### config.mk
export PLATFORM = sky130hd
export DESIGN_NAME = mem_arbiter
export DESIGN_NICKNAME = d
export VERILOG_FILES = /design/src/rtl/mem_arbiter.sv
export SDC_FILE = /design/constraint.sdc
export NUM_CORES = 1
export LEC_CHECK = 0
export BUFFER_PORTS_ARGS = -buffer_cell sky130_fd_sc_hd__buf_2
export CAP_MARGIN = 20
export CORE_UTILIZATION = 38
export CTS_CLUSTER_SIZE = 8
export DETAILED_ROUTE_END_ITERATION = 16
export PLACE_DENSITY = 0.74
export SLEW_MARGIN = 20
export SYNTH_ARGS = -nofsm -noshare
export SYNTH_HDL_FRONTEND = slang
export SYNTH_SLANG_ARGS = --single-unit
### constraint.sdc
create_clock -name clk -period 2.2 [get_ports clk]
set_clock_uncertainty 0.1 [all_clocks]
set_input_delay 0.44 -clock clk [delete_from_list [all_inputs] [get_ports clk]]
set_output_delay 0.44 -clock clk [all_outputs]
set_load 0.1 [all_outputs]
### src/rtl/mem_arbiter.sv
`default_nettype none
// ============================================================================
//  Module      : mem_arbiter
//  Description : Two-port arbiter (instruction fetch + data) in front of one
//                shared, stalling, single-outstanding memory. Each access is
//                IDLE (arbitrate, latch address) -> ISSUE (one-cycle strobe)
//                -> WAIT (completion, error or timeout) -> IDLE.
//
//  Ports
//    clk, rst                 clock, synchronous active-low reset
//    i_addr, i_rd             fetch request (held until i_done / i_err)
//    i_rdata, i_done,
//    i_stall, i_err           fetch response; i_rdata is zero unless i_done
//    d_addr, d_wdata,
//    d_rd, d_wr               data request (held until d_done / d_err)
//    d_rdata, d_done,
//    d_stall, d_err           data response; d_rdata is zero unless d_done
//    mem_addr, mem_wdata,
//    mem_rd, mem_wr           registered memory command, one-cycle strobes
//    mem_rdata, mem_done,
//    mem_stall, mem_err       memory response (mem_stall is not used)
//
//  Parameter
//    TIMEOUT                  WAIT cycles before a forced error (1..255)
//
//  Build option
//    ARB_ROUND_ROBIN_EN       defined   : ties go to the port not granted last
//                             undefined : ties always go to the data port
//
//  Revision    : 1.0  initial release
// ============================================================================
module mem_arbiter #(
    parameter int TIMEOUT = 64
) (
    input  logic        clk,
    input  logic        rst,
    // instruction fetch port
    input  logic [15:0] i_addr,
    input  logic        i_rd,
    output logic [15:0] i_rdata,
    output logic        i_done,
    output logic        i_stall,
    output logic        i_err,
    // data port
    input  logic [15:0] d_addr,
    input  logic [15:0] d_wdata,
    input  logic        d_rd,
    input  logic        d_wr,
    output logic [15:0] d_rdata,
    output logic        d_done,
    output logic        d_stall,
    output logic        d_err,
    // shared memory
    output logic [15:0] mem_addr,
    output logic [15:0] mem_wdata,
    output logic        mem_rd,
    output logic        mem_wr,
    input  logic [15:0] mem_rdata,
    input  logic        mem_done,
    input  logic        mem_stall,
    input  logic        mem_err
);

    localparam logic [2:0] c_IDLE    = 3'd0;
    localparam logic [2:0] c_ISSUE_I = 3'd1;
    localparam logic [2:0] c_ISSUE_D = 3'd2;
    localparam logic [2:0] c_WAIT_I  = 3'd3;
    localparam logic [2:0] c_WAIT_D  = 3'd4;

    localparam logic [7:0] c_TIMEOUT = 8'(TIMEOUT);

    logic [2:0]  r_state;
    logic [7:0]  r_cnt;
    logic [15:0] r_memAddr;
    logic [15:0] r_memWdata;
    logic        r_memRd;
    logic        r_memWr;
    logic        r_illegalErr;

    logic w_inIdle;
    logic w_waitI;
    logic w_waitD;
    logic w_dBoth;
    logic w_dIllegal;
    logic w_iReq;
    logic w_dReq;
    logic w_grantI;
    logic w_grantD;
    logic w_memOk;
    logic w_memFail;
    logic w_unusedStall;

    // The memory's busy indication carries no information the FSM needs.
    assign w_unusedStall = mem_stall;

    assign w_inIdle = (r_state == c_IDLE);
    assign w_waitI  = (r_state == c_WAIT_I);
    assign w_waitD  = (r_state == c_WAIT_D);

    // Read and write together is illegal; the data port then does not compete.
    // Detection is suppressed while the resulting error is being reported so
    // a requester that drops on d_err sees exactly one pulse.
    assign w_dBoth    = d_rd & d_wr;
    assign w_dIllegal = w_inIdle & w_dBoth & ~r_illegalErr;
    assign w_iReq     = i_rd;
    assign w_dReq     = (d_rd | d_wr) & ~w_dBoth;

`ifdef ARB_ROUND_ROBIN_EN
    // 1 = data port was granted last, 0 = fetch port was granted last.
    logic r_lastD;
    assign w_grantD = w_dReq & (~w_iReq | ~r_lastD);
`else
    assign w_grantD = w_dReq;
`endif
    assign w_grantI = w_iReq & ~w_grantD;

    // Completion is reported combinationally in the cycle the memory answers.
    // An error overrides a simultaneous done; the timeout only fires when the
    // memory has not answered in that cycle.
    assign w_memOk   = mem_done & ~mem_err;
    assign w_memFail = mem_err | (~mem_done & (r_cnt == c_TIMEOUT));

    // Responses are masked while reset is asserted so an abandoned access
    // never produces a pulse.
    assign i_done  = rst & w_waitI & w_memOk;
    assign i_err   = rst & w_waitI & w_memFail;
    assign d_done  = rst & w_waitD & w_memOk;
    assign d_err   = rst & ((w_waitD & w_memFail) | r_illegalErr);

    assign i_rdata = i_done ? mem_rdata : 16'h0000;
    assign d_rdata = d_done ? mem_rdata : 16'h0000;

    assign i_stall = i_rd & ~i_done & ~i_err;
    assign d_stall = (d_rd | d_wr) & ~d_done & ~d_err;

    assign mem_addr  = r_memAddr;
    assign mem_wdata = r_memWdata;
    assign mem_rd    = r_memRd;
    assign mem_wr    = r_memWr;

    always_ff @(posedge clk) begin
        if (!rst) begin
            r_state      <= c_IDLE;
            r_cnt        <= 8'd0;
            r_memAddr    <= 16'h0000;
            r_memWdata   <= 16'h0000;
            r_memRd      <= 1'b0;
            r_memWr      <= 1'b0;
            r_illegalErr <= 1'b0;
`ifdef ARB_ROUND_ROBIN_EN
            r_lastD      <= 1'b0;
`endif
        end else begin
            // Strobes are raised on the IDLE->ISSUE edge and so last exactly
            // the one ISSUE cycle.
            r_memRd      <= 1'b0;
            r_memWr      <= 1'b0;
            r_illegalErr <= w_dIllegal;

            case (r_state)
                c_IDLE: begin
                    if (w_grantD) begin
                        r_memAddr  <= d_addr;
                        r_memWdata <= d_wdata;
                        r_memRd    <= d_rd;
                        r_memWr    <= d_wr;
                        r_state    <= c_ISSUE_D;
`ifdef ARB_ROUND_ROBIN_EN
                        r_lastD    <= 1'b1;
`endif
                    end else if (w_grantI) begin
                        r_memAddr  <= i_addr;
                        r_memRd    <= 1'b1;
                        r_state    <= c_ISSUE_I;
`ifdef ARB_ROUND_ROBIN_EN
                        r_lastD    <= 1'b0;
`endif
                    end
                end
                c_ISSUE_I: begin
                    r_cnt   <= 8'd0;
                    r_state <= c_WAIT_I;
                end
                c_ISSUE_D: begin
                    r_cnt   <= 8'd0;
                    r_state <= c_WAIT_D;
                end
                c_WAIT_I, c_WAIT_D: begin
                    if (w_memOk | w_memFail) begin
                        r_state <= c_IDLE;
                    end else begin
                        r_cnt <= r_cnt + 8'd1;
                    end
                end
                default: begin
                    r_state <= c_IDLE;
                end
            endcase
        end
    end

endmodule
`default_nettype wire

-- After elaboration in Yosys (flattened, before gate mapping)
Cells that the tools add are included.
- multiplexer cells: 12
- equal/unequal tests: 8
- reduce and logical (&&, ||, !) cells: 11
- add/sub/neg operators: 1
- bitwise logic cells: 31
- operator list (cell ; number):
    2-to-1 mux 16 bit ; 4
    AND 1 bit ; 18
    one-hot mux 8 bit (2 select lines) ; 1
    one-hot mux 3 bit (4 select lines) ; 1
    AND reduction 2 bit ; 5
    2-to-1 mux 3 bit ; 3
    inverter 1 bit ; 9
    adder 8 x 1 -> 8 bit (second input constant) ; 1
    equality test 8 x 7 -> 1 bit (second input constant) ; 1
    2-to-1 mux 8 bit ; 1
    equality test 3 x 2 -> 1 bit (second input constant) ; 2
    != test 2 bit (second input constant) ; 2
    OR 1 bit ; 4
    nonzero test 2 bit ; 2
    OR reduction 2 bit ; 2
    equality test 3 x 1 -> 1 bit (second input constant) ; 1
    equality test 3 bit (second input constant) ; 1
    zero test 3 bit ; 1
    != test 3 x 1 -> 1 bit (second input constant) ; 1
    AND reduction 3 bit ; 1
    2-to-1 mux 1 bit ; 2
- bits of input ports: 72
- flip-flop bits (word level): 46
- word-level logic and storage cells: 70
- output and inout bits: 72

-- Depth between registers and ports, before layout
Gate-level depths: netlist (run 1).
- word-level depth: 8
- gate-level depth with buffers: 7
- gate-level depth less buffers: 6

-- Least setup slack after synthesis (run 1)
OpenSTA, ideal clock, no wires.
- path type: register -> output
- from: register r_cnt[2]
- to: output port d_stall
- cell stages (with the launch flop): 5
- path slack: -3108 ps
- required time: 1660 ps
- buffers on the path: 0
- arrival time: 4768 ps
- path through: dfxtp_1 -> nor4_1 -> a31oi_1 -> o31ai_1 -> nor3_1
- cells in the longest elaborated chain, start to end: 8
- ends and longest elaborated chain (element ; line ; text):
    from (decl) ; 73 ; logic [7:0] r_cnt;
    from (signal assigned) ; 192 ; r_cnt <= r_cnt + 8'd1;
    equality test 8 x 7 -> 1 bit ; 121 ; assign w_memFail = mem_err | (~mem_done & (r_cnt == c_TIMEOUT));
    AND 1 bit ; 121 ;
    OR 1 bit ; 121 ;
    AND 1 bit ; 128 ; assign d_err = rst & ((w_waitD & w_memFail) | r_illegalErr);
    OR 1 bit ; 128 ;
    AND 1 bit ; 128 ;
    net d_err ; 52 ; output logic d_err,
    inverter 1 bit ; 134 ; assign d_stall = (d_rd | d_wr) & ~d_done & ~d_err;
    AND 1 bit ; 134 ;
    to (decl) ; 51 ; output logic d_stall,
The timed path passes the listed nets, and every way through them passes these cells.

-- Worst setup path in the final report (run 1)
- from: register r_cnt[0]
- to: output port i_stall
- cells in the longest elaborated chain, start to end: 6
- ends and longest elaborated chain (element ; line ; text):
    equality test 8 x 7 -> 1 bit ; 121 ;
    AND 1 bit ; 121 ;
    OR 1 bit ; 121 ;
    AND 1 bit ; 126 ; assign i_err = rst & w_waitI & w_memFail;
    inverter 1 bit ; 133 ; assign i_stall = i_rd & ~i_done & ~i_err;
    AND 1 bit ; 133 ;
    to (decl) ; 42 ; output logic i_stall,
Every way passes these cells.

==> run_results.csv, run 1 <==
group,metric,value,unit
status,status,"finished with violations",
status,violations,"setup timing",
final_layout,syn2layout_area_growth,83.6,%
floorplan,die_h,79.0,um
global_routing,grt_pass1_wl,11400,um
yosys,syn_nets,351,
routing,antenna_left,0,
final_layout,nets,514,
global_routing,grt-ovfl-total,0,
sta,relSlewSlack,64.2,%
clock_tree,cts-buffers-inserted,5,
routing,drtPass1Iterations,6,
min_path,hold-path-cell-count,3,
final_layout,fin_area,4140,sq um
critical_path,timing.rr.start,"r_cnt[0]",
floorplan,die-area,6240,sq um
final_layout,final_util,73.8,%
critical_path,critPathMaxFanout,2,
placement,routabilityCongestion,0.805,
sta,hold_ws,271,ps
power_and_ir_drop,pwr-share-clk,20.0,%
clock_tree,cts_root_buffer,"clkbuf_8",
routing,wl_per_cell,14.1,um
power_and_ir_drop,power_density,652,nW/um^2
clock_tree,cts_tree,"built",
power_and_ir_drop,power,2.70,mW
critical_path,reg2reg_slack,100,ps
power_and_ir_drop,leakage,1.93,nW
yosys,synthArstFlopShare,0,%
routing,drt_iter0_drc,83,
sta,worst_slack,-125,ps
sta,fin_crit,2330,ps
min_path,holdPathEnd,"mem_wdata[10]",
routing,viasPerCell,5.02,
yosys,synth_top_area_share,40.9,%
sta,setup_tns,-709,ps
power_and_ir_drop,p_comb_share,44.3,%
sta,rsz0062_at_grt,"yes",
flow_run,maxCapViolations,0,
routing,wl,7210,um
min_path,hold_start,"d_wdata[10]",
yosys,ys.flop_type,"dfxtp_1",
final_layout,diodes,0,
clock_tree,clock_sinks,46,
yosys,synth-seq-cells,46,
critical_path,worstSetupPathType,"register to output pin",
sta,finalSetupViolCount,20,
global_routing,antenna_found_initial,0,
power_and_ir_drop,p_int,1.46,mW
routing,drcViolationCount,0,
placement,place_area,3870,sq um
yosys,synth-edff-count,0,
floorplan,initial_core_util,40.2,%
power_and_ir_drop,power_frac_seq,35.7,%
critical_path,r2r-end,"r_cnt[5]",
floorplan,core-area,5610,sq um
sta,period_share,106,%
clock_tree,clk_pin_slew,90,ps
yosys,syn_area,2250,sq um
critical_path,arrival,1790,ps
yosys,synth.distinct_cells,39,
clock_tree,clkLatencyLatePin,300,ps
critical_path,critical_path.endpoint_type,"output pin",
clock_tree,clock_path_buffers,2,
global_routing,grt_max_degree,38,
sta,maxSlewViolCount,0,
yosys,yosysWarnings,0,
yosys,netlist_instances,275,
clock_tree,cts_hold_buf,0,
yosys,syn_avg_cell_area,8.19,sq um
yosys,synthTopCellsByArea,"dfxtp_1, and2_1, mux2i_1, nand2_1, a211oi_1",
floorplan,rows,27,
final_layout,final_layout_size_suffix_gt1_share,54.0,%
critical_path,startpoint_type,"register",
global_routing,grt_pass1_vias,2457,
critical_path,required,1660,ps
sta,timing.fmax,0.430,GHz
floorplan,die-width,79.0,um
yosys,synth_top_area_cell,"dfxtp_1",
global_routing,grtUsageTotal,23.1,%
clock_tree,cts_max_level,2,
critical_path,r2r_cells,9,
min_path,min_path_type,"input pin to register",
yosys,yosysSeqAreaShare,40.9,%
placement,hpwl,5270,um
floorplan,ios,144,
power_and_ir_drop,switchingPower,1.24,mW
placement,io_buffers,142,
power_and_ir_drop,switching_share,45.9,%
power_and_ir_drop,ir_drop,0.624,mV
sta,hold_violations,0,
sta,tightest_slew,538,ps
routing,num_vias,2566,
==> flip-flops by register name, indices dropped and copies added, names as in the netlist <==
| signal | flops |
|---|---|
| mem_addr | 16 |
| mem_rd | 1 |
| mem_wdata | 16 |
| mem_wr | 1 |
| r_cnt | 8 |
| r_illegalErr | 1 |
| r_state | 3 |
==> per-layer routing <==
metal	wire (um)	share of wire, %	global-route usage, %	up-vias
li1	-	-	-	1274
met1	2820	39	24.6	1147
met2	3590	50	42.4	132
met3	628	8.7	7.24	13
met4	170	2.4	8.18	0
met5	0	0	0	-
==> placed cells by master, fill, tap and decap left out, types with 2 or more instances in the layout <==
cell type	netlist	final
a22oi_1	3	3
buf_4	0	21
o211a_1	2	2
nand2_1	43	43
nor3_1	6	4
dfxtp_1	46	39
nand3_1	8	8
dfxtp_4	0	2
mux2i_1	19	19
o21a_1	2	2
buf_6	0	8
and2_4	0	24
nor2_4	0	2
o22ai_1	2	2
dfxtp_2	0	5
buf_12	0	40
inv_1	9	7
a211oi_1	16	16
ha_1	4	3
inv_2	1	3
and2_2	0	8
clkbuf_8	0	6
nor3_4	0	2
nor2_1	20	18
a21oi_1	19	19
o21ai_1	4	4
and3_1	3	3
buf_2	4	104
==> synthesized netlist by cell type, types with 4 or more instances <==
cell      count
nand2_1      43
nor3_1        6
nor2_1       20
dfxtp_1      46
a211oi_1     16
clkbuf_1     10
a21oi_1      19
buf_2         4
mux2i_1      19
and2_1       33
inv_1         9
nand3_1       8
ha_1          4
o21ai_1       4
==> power by group through the flow <==
stage	registers (mW)	logic, mW	clock network [mW]
floorplan	1.57	0.331	0
global route	0.976	1.26	0.585
detailed placement	0.983	1.18	0
finish	0.964	1.19	0.539
CTS	0.965	1.19	0.547
global placement	0.978	1.16	0
==> cell type report <==
class / count / area, sq um
Timing Repair Buffer: 173 / 1570
Fill cell: 383 / 1470
Multi-Input combinational cell: 202 / 1410
Sequential cell: 46 / 935
Tap cell: 72 / 90.1
Clock buffer: 7 / 86.3
Inverter: 10 / 37.5
Clock inverter: 1 / 8.76
==> critical path, cell delays in order (launching register included) <==
cell     delay (ps)
dfxtp_2         360
inv_2            50
ha_4            140
and3b_2         220
a31oi_4         220
nor3_4           70
nor3b_4         220
buf_12          200
==> cell families after synthesis <==
logic type | synth area share, %
AO/OA/AOI/OAI | 16.3
XOR/XNOR | 0.389
adder cells (fa/ha/maj) | 2.22
buffers and inverters | 4.72
flip-flops | 40.9
multiplexers | 8.44
AND/OR/NAND/NOR | 27.0
==> how the worst max path moves through the flow <==
stage	startpoint	slack [ps]	to	cells past startpoint
floorplan	r_cnt[5]	-450	d_stall	4
global placement	mem_err	10	d_rdata[6]	6
detailed placement	mem_err	-20	d_rdata[10]	6
CTS	r_cnt[0]	-160	d_stall	7
global route	r_cnt[0]	-210	i_stall	7
finish	r_cnt[0]	-130	i_stall	7
==> stage by stage <==
stage	cells	setup WS (ps)
2_1_floorplan	275	-455
3_3_place_gp	488	11.1
3_5_place_dp	488	-17.4
4_1_cts	506	-164
5_1_grt	511	-209
6_report	511	-125
==> timing repair <==
item,4_1_cts,5_1_grt
gates cloned,1,0
buffers inserted,9,5
resized for setup,16,7
pin swaps,22,5
endpoints found under the setup margin,38,33
No activity file was read; power rests on OpenSTA's default activity.
==> run 2: changes to the inputs <==
Settings changed: ABC_AREA from default to 1, CORE_UTILIZATION 38 to 40, PLACE_DENSITY 0.74 to 0.75.
==> run 2 against run 1 <==
  * Area after synthesis increased by 9.9%
  * Synthesized cell count increased by 40%
  * Register-to-register slack improved by 440 ps
  * Sequential cell count unchanged
  * Via count increased by 13%
  * Highest routed layer unchanged
  * The run still ends with setup timing left
==> run_results.csv, run 2 <==
group,metric,value,unit
status,status,"finished with violations",
status,violations,"setup timing",
critical_path,critical_path.endpoint_type,"output pin",
final_layout,syn2layout_area_growth,77.9,%
critical_path,critPathMaxFanout,3,
floorplan,initial_core_util,41.6,%
clock_tree,clock_sinks,46,
routing,wl_per_cell,12.4,um
sta,fin_crit,2270,ps
sta,hold_ws,256,ps
yosys,synthTopCellsByArea,"dfxtp_1, nand2_1, nor2_1, inv_1, o21ai_0",
yosys,syn_avg_cell_area,6.45,sq um
global_routing,use_met1,25.7,%
yosys,ys.flop_type,"dfxtp_1",
final_layout,diodes,0,
yosys,netlist_instances,384,
power_and_ir_drop,power_density,858,nW/um^2
critical_path,worstSetupPathType,"register to output pin",
clock_tree,clkLatencyLatePin,300,ps
power_and_ir_drop,power,3.78,mW
floorplan,rows,28,
global_routing,grt_max_degree,40,
placement,io_buffers,142,
sta,period_share,103,%
routing,num_vias,2894,
critical_path,startpoint_type,"register",
floorplan,core-area,5960,sq um
routing,drt_iter0_drc,114,
routing,antenna_left,0,
routing,wl,7520,um
yosys,yosysSeqAreaShare,37.2,%
power_and_ir_drop,leakage,2.08,nW
yosys,synth_top_area_cell,"dfxtp_1",
sta,finalSetupViolCount,4,
yosys,synth.distinct_cells,28,
placement,hpwl,5340,um
yosys,yosysWarnings,0,
placement,dp_slack,-16.2,ps
global_routing,grt_pass1_wl,11300,um
placement,place_area,4130,sq um
clock_tree,cts_max_level,2,
final_layout,seqCellArea,930,sq um
global_routing,antenna_found_initial,0,
clock_tree,clk_pin_slew,90,ps
global_routing,grtUsageTotal,21.9,%
final_layout,nets,609,
final_layout,final_common_cell,"buf_2",
critical_path,arrival,1730,ps
sta,relSlewSlack,65.5,%
final_layout,final_layout_size_suffix_gt1_share,44.0,%
sta,timing.fmax,0.440,GHz
sta,tightest_slew,522,ps
clock_tree,clock_path_buffers,2,
power_and_ir_drop,ir_drop,0.832,mV
final_layout,multi_input_area,1580,sq um
placement,routabilityCongestion,0.883,
min_path,min_path_type,"input pin to register",
sta,maxSlewViolCount,0,
final_layout,fillers,454,
routing,drcViolationCount,0,
clock_tree,cts_tree,"built",
yosys,syn_nets,460,
yosys,yosysMostFrequentCell,"nand2_1",
global_routing,grt-ovfl-total,0,
final_layout,instances_no_fill,609,
final_layout,final_cell_mix,"buf_2, nand2_1, inv_1, nor2_1, dfxtp_1",
global_routing,grt.busiest_layer,"met2",
sta,worst_slack,-73.3,ps
global_routing,grt_pass1_vias,2554,
clock_tree,cts_hold_buf,0,
placement,dpl.cell_count,595,
clock_tree,cts_root_buffer,"clkbuf_8",
global_routing,met3_usage,4.66,%
flow_run,maxCapViolations,0,
sta,hold_violations,0,
floorplan,die-width,80.7,um
floorplan,die-area,6510,sq um
critical_path,required,1660,ps
yosys,synth-seq-cells,46,
routing,drtPass1Iterations,4,
yosys,synthArstFlopShare,0,%
routing,viasPerCell,4.75,
sta,rsz0062_at_grt,"yes",
yosys,synth_top_area_share,37.2,%
final_layout,fin_area,4410,sq um
yosys,syn_area,2480,sq um
clock_tree,cts-buffers-inserted,5,
yosys,synthTopCellsByCount,"nand2_1, nor2_1, inv_1",
global_routing,grt_use_met2,39.7,%
yosys,synth-edff-count,0,
floorplan,die_h,80.7,um
floorplan,ios,144,
-- run 2: cell count changes in the layout (fill, tap and decap cells not counted), moves of 6 or more --
cell / previous run / this run
nor2_4: 2 / 38
nand3_1: 8 / 14
nor2_1: 18 / 45
and2_4: 24 / 0
buf_6: 8 / 2
o21ai_0: 1 / 31
a211oi_1: 16 / 1
mux2i_1: 19 / 0
nand2_1: 43 / 81
and2_2: 8 / 0
inv_1: 7 / 47
buf_4: 21 / 12
a21oi_1: 19 / 26
-- run 2: cell families after synthesis --
kind of cell	count (synthesis)	synth area share [%]
AOI/OAI and AO/OA	64	14.1
adders and majority gates	4	2.02
buffers and inverters	72	12.3
and+or+nand+nor	195	33.4
xor gates and xnor gates	3	1.06
DFF	46	37.2
-- run 2: area by class of cell --
type,instances,area share (%)
multi-input combinational,266,35.9
timing repair buffer,159,33.1
sequential,46,21.1
inverter,55,5.17
tap,75,2.13
clock buffer,5,1.56
clock inverter,3,1.08
-- run 2: path summary, 6_finish.rpt --
kind | start | slack (ps) | endpoint | cells after the start
worst max-delay path | r_cnt[0] | -70 | d_stall | 10
worst max register to register | r_cnt[0] | 540 | r_cnt[2] | 13
worst min-delay path | d_wdata[1] | 260 | mem_wdata[1] | 3
worst min register to register | mem_addr[15] | 340 | mem_addr[15] | 2
-- run 2: power by group --
part | internal, mW | total [mW] | leakage, nW | switching (mW)
registers | 0.997 | 1.09 | 0.381 | 0.0958
logic | 0.408 | 2.03 | 1.64 | 1.62
clock network | 0.347 | 0.658 | 0.0591 | 0.311
-- run 2: metal layers --
metal	wire length [um]	part of all wire [%]
met1	3030	40
met2	3810	51
met3	599	8.0
met4	85	1.1
met5	0	0
-- run 2: critical path, cell delays in order, from the launching register on --
cell     delay (ps)
dfxtp_2         350
inv_2            50
ha_4            140
nand2_1          50
inv_1            50
nand2_2          50
nor2_2           50
nor2_4          160
o21ai_4          80
nor3_4          220
buf_12          200
-- run 2: repair_timing --
action,CTS,global route
setup endpoints to repair,20,20
cloned,0,1
resized for setup,22,8
buffers inserted,4,1
pin swaps,5,4
-- run 2: metrics by stage --
stage          TNS, ps  util (%)
2_1_floorplan   -11740         -
3_3_place_gp         0      69.3
3_5_place_dp     -98.3      69.3
4_1_cts           -150      72.9
5_1_grt           -557      74.0
6_report          -175      74.0
